--- src/rtl/checksum_pkg.sv ---
// Shared types and sizing for the checksum entry block.
package checksum_pkg;

    localparam int unsigned DEPTH_DEFAULT = 4;
    localparam int unsigned CNT_W         = 3;
    localparam int unsigned BYTE_W        = 8;

    typedef logic [BYTE_W-1:0] byte_t;

    typedef enum logic [1:0] {
        ENTRY = 2'd0,
        CALC  = 2'd1,
        DONE  = 2'd2
    } state_e;

endpackage

--- src/rtl/edge_detect.sv ---
// Rising-edge pulse from a debounced button level; a level held through reset
// produces no pulse because the previous level resets high.
module edge_detect (
    input  logic clk,
    input  logic reset,
    input  logic in,
    output logic pulse
);

    logic prev_q;
    logic prev_d;

    always_comb begin
        prev_d = in;
        pulse  = in & ~prev_q;
    end

    always_ff @(posedge clk) begin
        if (reset) begin
            prev_q <= 1'b1;
        end else begin
            prev_q <= prev_d;
        end
    end

endmodule

--- src/rtl/checksum_entry.sv ---
// Button-driven byte entry with a ones-complement checksum computed one byte
// per cycle over the stored bytes.
module checksum_entry
    import checksum_pkg::*;
#(
    parameter int unsigned DEPTH = DEPTH_DEFAULT
) (
    input  logic             clk,
    input  logic             reset,
    input  logic             butLoad,
    input  logic             butCalc,
    input  logic             butClear,
    input  logic [7:0]       sw,
    output logic [CNT_W-1:0] count,
    output logic             full,
    output logic             busy,
    output logic             done,
    output logic [7:0]       checksum
);

    localparam int unsigned IDX_W = (DEPTH > 1) ? $clog2(DEPTH) : 1;

    logic load_ev;
    logic calc_ev;
    logic clear_ev;

    state_e           state_q, state_d;
    logic [CNT_W-1:0] count_q, count_d;
    logic [CNT_W-1:0] idx_q, idx_d;
    byte_t            acc_q, acc_d;
    byte_t            checksum_q, checksum_d;
    logic             full_q, full_d;
    logic             busy_q, busy_d;
    logic             done_q, done_d;

    byte_t            mem_q [DEPTH];
    logic             mem_we;
    logic [IDX_W-1:0] mem_waddr;
    byte_t            rd_byte;
    logic [8:0]       sum9;
    byte_t            acc_new;
    logic             can_load;
    logic             can_calc;
    logic             last_idx;

    edge_detect u_edge_load  (.clk(clk), .reset(reset), .in(butLoad),  .pulse(load_ev));
    edge_detect u_edge_calc  (.clk(clk), .reset(reset), .in(butCalc),  .pulse(calc_ev));
    edge_detect u_edge_clear (.clk(clk), .reset(reset), .in(butClear), .pulse(clear_ev));

    // Shared decode used by both next-state and datapath logic.
    always_comb begin
        can_load = (count_q < CNT_W'(DEPTH));
        can_calc = (count_q != '0);
        last_idx = (idx_q == count_q - CNT_W'(1));
        rd_byte  = mem_q[IDX_W'(idx_q)];
        sum9     = {1'b0, acc_q} + {1'b0, rd_byte};
        acc_new  = sum9[7:0] + BYTE_W'(sum9[8]);
    end

    always_ff @(posedge clk) begin
        if (reset) begin
            state_q <= ENTRY;
        end else begin
            state_q <= state_d;
        end
    end

    // Next state: clear beats calc beats load.
    always_comb begin
        state_d = state_q;
        if (clear_ev) begin
            state_d = ENTRY;
        end else begin
            unique case (state_q)
                ENTRY:   if (calc_ev && can_calc) state_d = CALC;
                CALC:    if (last_idx) state_d = DONE;
                DONE:    state_d = DONE;
                default: state_d = ENTRY;
            endcase
        end
    end

    always_comb begin
        count_d    = count_q;
        idx_d      = idx_q;
        acc_d      = acc_q;
        checksum_d = checksum_q;
        mem_we     = 1'b0;
        mem_waddr  = IDX_W'(count_q);
        if (clear_ev) begin
            count_d    = '0;
            checksum_d = '0;
        end else begin
            unique case (state_q)
                ENTRY: begin
                    if (calc_ev) begin
                        if (can_calc) begin
                            idx_d = '0;
                            acc_d = '0;
                        end
                    end else if (load_ev && can_load) begin
                        mem_we  = 1'b1;
                        count_d = count_q + CNT_W'(1);
                    end
                end
                CALC: begin
                    acc_d = acc_new;
                    idx_d = idx_q + CNT_W'(1);
                    if (last_idx) begin
                        checksum_d = ~acc_new;
                    end
                end
                default: ;
            endcase
        end
        full_d = (count_d == CNT_W'(DEPTH));
        busy_d = (state_d == CALC);
        done_d = (state_d == DONE);
    end

    always_ff @(posedge clk) begin
        if (reset) begin
            count_q    <= '0;
            idx_q      <= '0;
            acc_q      <= '0;
            checksum_q <= '0;
            full_q     <= 1'b0;
            busy_q     <= 1'b0;
            done_q     <= 1'b0;
        end else begin
            count_q    <= count_d;
            idx_q      <= idx_d;
            acc_q      <= acc_d;
            checksum_q <= checksum_d;
            full_q     <= full_d;
            busy_q     <= busy_d;
            done_q     <= done_d;
        end
    end

    // Byte storage needs no reset; only entries below count are ever read.
    always_ff @(posedge clk) begin
        if (mem_we) begin
            mem_q[mem_waddr] <= sw;
        end
    end

    assign count    = count_q;
    assign full     = full_q;
    assign busy     = busy_q;
    assign done     = done_q;
    assign checksum = checksum_q;

endmodule
--- config.mk ---
export PLATFORM = sky130hd
export DESIGN_NAME = checksum_entry
export DESIGN_NICKNAME = d
export VERILOG_FILES = /design/src/rtl/checksum_pkg.sv /design/src/rtl/edge_detect.sv /design/src/rtl/checksum_entry.sv
export SDC_FILE = /design/constraint.sdc
export NUM_CORES = 1
export LEC_CHECK = 0
export ABC_AREA = 1
export CAP_MARGIN = 20
export CORE_ASPECT_RATIO = 0.9
export CORE_UTILIZATION = 45
export DETAILED_ROUTE_END_ITERATION = 8
export PLACE_DENSITY = 0.63
export SLEW_MARGIN = 20
export SYNTH_ARGS = -nofsm -noshare
export SYNTH_HDL_FRONTEND = slang
export SYNTH_HIERARCHICAL = 1
export SYNTH_SLANG_ARGS = --single-unit
--- constraint.sdc ---
create_clock -name clk -period 3.7 [get_ports clk]
set_input_delay 0.74 -clock clk [delete_from_list [all_inputs] [get_ports clk]]
set_output_delay 0.74 -clock clk [all_outputs]
set_load 0.005 [all_outputs]
==> key figures <==
Synth
  – Number of synthesized flops with an enable pin: 32
  – Synth area leader: edfxtp_1
  – Synthesized flop and latch total: 64
  – Synth cell types: 35
  – Synth Instances: 343
  – Syn Area/Cell: 8.98 um^2
  – Post-synthesis cell area: 3080 um^2
  – Synth warnings: 6
  – Dominant synthesized flop cell: edfxtp_1
  – Share of the yosys chip area belonging to registers: 52.0%
  – Syn Nets: 373
  – Top cells by area in the synthesized netlist: edfxtp_1 (31%), dfxtp_1 (21%), nand2_1 (6.6%)
  – Fraction of registers with async set/reset: 0%
  – Share of the synthesized area in the top cell type: 31.2%

Timing
  – RSZ-0062 raised after global routing: false
  – Post-layout min period: 3.11 ns
  – Final setup violation count: 0
  – Max_slew headroom: 46.7%
  – Slew @ Worst Pin: 0.796 ns
  – Slew Viols, Final: 0
  – TNS Setup: 0 ns
  – Clock Skew: 0.00870 ns
  – F_max: 321 MHz
  – Tcrit/Tclk final: 84.2%
  – Hold Fails Final Rpt: 0

Setup path
  – Worst setup SP type: flip-flop
  – Critical Path AT: 3.33 ns
  – Reg2Reg Depth: 18
  – Reg2reg end: acc_q[5]
  – Crit Path Class: flip-flop to flip-flop
  – Flop-to-flop setup slack: 0.59 ns
  – Critical Path End Type: flip-flop
  – CP Data Required Time: 3.91 ns
  – Crit-path max FO: 9

Worst hold path
  – Worst Hold Class: flip-flop to flip-flop
  – Hold-critical path depth: 2
  – Hold endpoint: acc_q[3]
  – Min-delay src: acc_q[3]

Floorplan
  – Die Y: 80.5 um
  – Width of the die: 89.2 um
  – Starting Density: 46.8%
  – Rows: 28
  – I/O Pins: 27
  – Area of the die: 7180 um^2
  – Core area: 6590 um^2

Final layout
  – Most common cell after layout, fill and taps aside: nand2_1
  – ANT cells: 0
  – Final #Nets: 409
  – Most frequent cells in the layout: nand2_1 (54), inv_1 (45), nor2_1 (40)
  – Share of post-route cells with drive strength above 1: 10.9%
  – Area growth syn-to-layout: 19.5%
  – Post-Layout Inst Area: 3680 um^2

CTS
  – Clk slew on worst S/H paths: 0.07 ns
  – CTS tree: built
  – Max clock buf depth: 2
  – Clock Sinks: 64
  – Worst skew pair latency: 0.33 ns
  – Root buffer cell: clkbuf_8
  – CTS Hold Buffers Added: 0
  – Post-CTS sizing: 0
  – CTS H-Tree Depth: 3
  – Number of CTS-inserted buffers: 9
  – Setup Fix Bufs, Post-CTS: 0

Detailed routing
  – Vias: 2336
  – Drt drc: 0
  – Vias per Instance: 4.93
  – Routed len/inst: 13.0 um
  – DR iter-0 viols: 109
  – DRT Pass-1 Iters: 5
  – Post-Route WL: 6160 um
  – Final ANT Viol Nets: 0

Power and ir drop
  – Leakage power: 1.50 nW
  – Overall power: 1.48 mW
  – Peak supply drop: 0.233 mV
  – PwrDens: 401 nW/um^2

Outcome
  – Outcome: completed

Placement
  – IO Port Bufs: 26
  – Hpwl dp: 4500 um
  – Routability Congestion: 0.881
  – Placed Area: 3460 um^2

Global routing
  – Vias in the first global route: 2142
  – All-layer global routing usage: 19.2%
  – Remaining global-route overflow: 0
  – Initial antenna violation count: 0
  – Wire length of the first global-routing pass: 10200 um
  – Pin count of the biggest net entering global routing: 19

Flow run
  – Max-cap viol count: 0
==> power breakdown <==
group / internal [mW] / leakage (nW) / switching [mW]
Combinational: 0.0283 / 0.849 / 0.0389
Clock: 0.379 / 0.0995 / 0.277
Sequential: 0.749 / 0.547 / 0.00334
Total: 1.16 / 1.50 / 0.319
==> sequential cells by signal, indices dropped and copies added, names as in the netlist, named ones only <==
| register | cells |
|---|---|
| acc_q | 8 |
| busy | 1 |
| checksum | 8 |
| count | 3 |
| done | 1 |
| full | 1 |
| idx_q | 3 |
| mem_q | 32 |
| state_q | 2 |
| u_edge_calc/prev_q | 1 |
| u_edge_clear/prev_q | 1 |
| u_edge_load/prev_q | 1 |
==> cell families after synthesis <==
group	synth area share [%]
and+or+nand+nor	21.3
adders and majority gates	7.15
buffers and inverters	6.70
xor gates and xnor gates	1.99
DFF	52.0
AOI/OAI and AO/OA	10.9
==> synthesized netlist by cell type, types with 2 or more instances <==
| cell | n |
|---|---|
| nand2_1 | 54 |
| inv_1 | 45 |
| nor2_1 | 40 |
| dfxtp_1 | 32 |
| edfxtp_1 | 32 |
| o21ai_0 | 24 |
| nand3_1 | 21 |
| a21oi_1 | 20 |
| ha_1 | 16 |
| o22ai_1 | 8 |
| nor2_2 | 7 |
| nand2_2 | 6 |
| xor2_1 | 5 |
| clkbuf_1 | 4 |
| inv_2 | 3 |
| a31oi_1 | 2 |
| nand3_2 | 2 |
| nand4_1 | 2 |
| nor3_1 | 2 |
| nor4_1 | 2 |
| xnor2_1 | 2 |
==> cell type report <==
class,count,area (um^2)
Clock inverter,7,95.1
Sequential cell,64,1600
Multi-Input combinational cell,225,1270
Timing Repair Buffer,30,290
Inverter,49,184
Clock buffer,9,124
Tap cell,90,113
Fill cell,620,2910
==> stage by stage <==
stage          hold slack, ns  std cells  worst slack (ns)  util (%)
6_report                0.473        474             0.586      55.9
5_1_grt                 0.485        474             0.281      55.9
4_1_cts                 0.472        474             0.556      55.9
3_5_place_dp            0.461        458             0.578      52.5
3_3_place_gp            0.463        458             0.655      52.5
2_1_floorplan           0.445        343             0.865         -
==> layer usage <==
metal	share of wire [%]	GRT usage [%]	wire, um
met1	51	27.8	3130
met2	44	27.9	2710
met3	3.9	3.91	241
met4	1.2	7.78	71
met5	0	0	0
==> worst max path at each step <==
stage	start	end	slack [ns]	cells after the start
2_1_floorplan	flip-flop	checksum[4]	0.87	20
3_3_place_gp	flip-flop	acc_q[5]	0.66	18
3_5_place_dp	flip-flop	acc_q[5]	0.58	18
4_1_cts	flip-flop	acc_q[5]	0.56	18
5_1_grt	flip-flop	checksum[4]	0.28	19
6_report	flip-flop	acc_q[5]	0.59	18
==> worst max-delay path: stages, from the launching register on <==
cell	delay, ns
dfxtp_1	0.45
inv_1	0.19
o21ai_0	0.12
o22ai_1	0.11
ha_1	0.23
fa_1	0.44
nand2_1	0.11
nand3_1	0.09
a21oi_1	0.17
o21bai_1	0.09
ha_1	0.22
nand2_1	0.16
nor2_8	0.07
nand3_4	0.09
nor2_4	0.04
xnor2_1	0.25
inv_1	0.07
nand2_1	0.07
a21oi_2	0.05
Power figures use the tool's default switching activity.
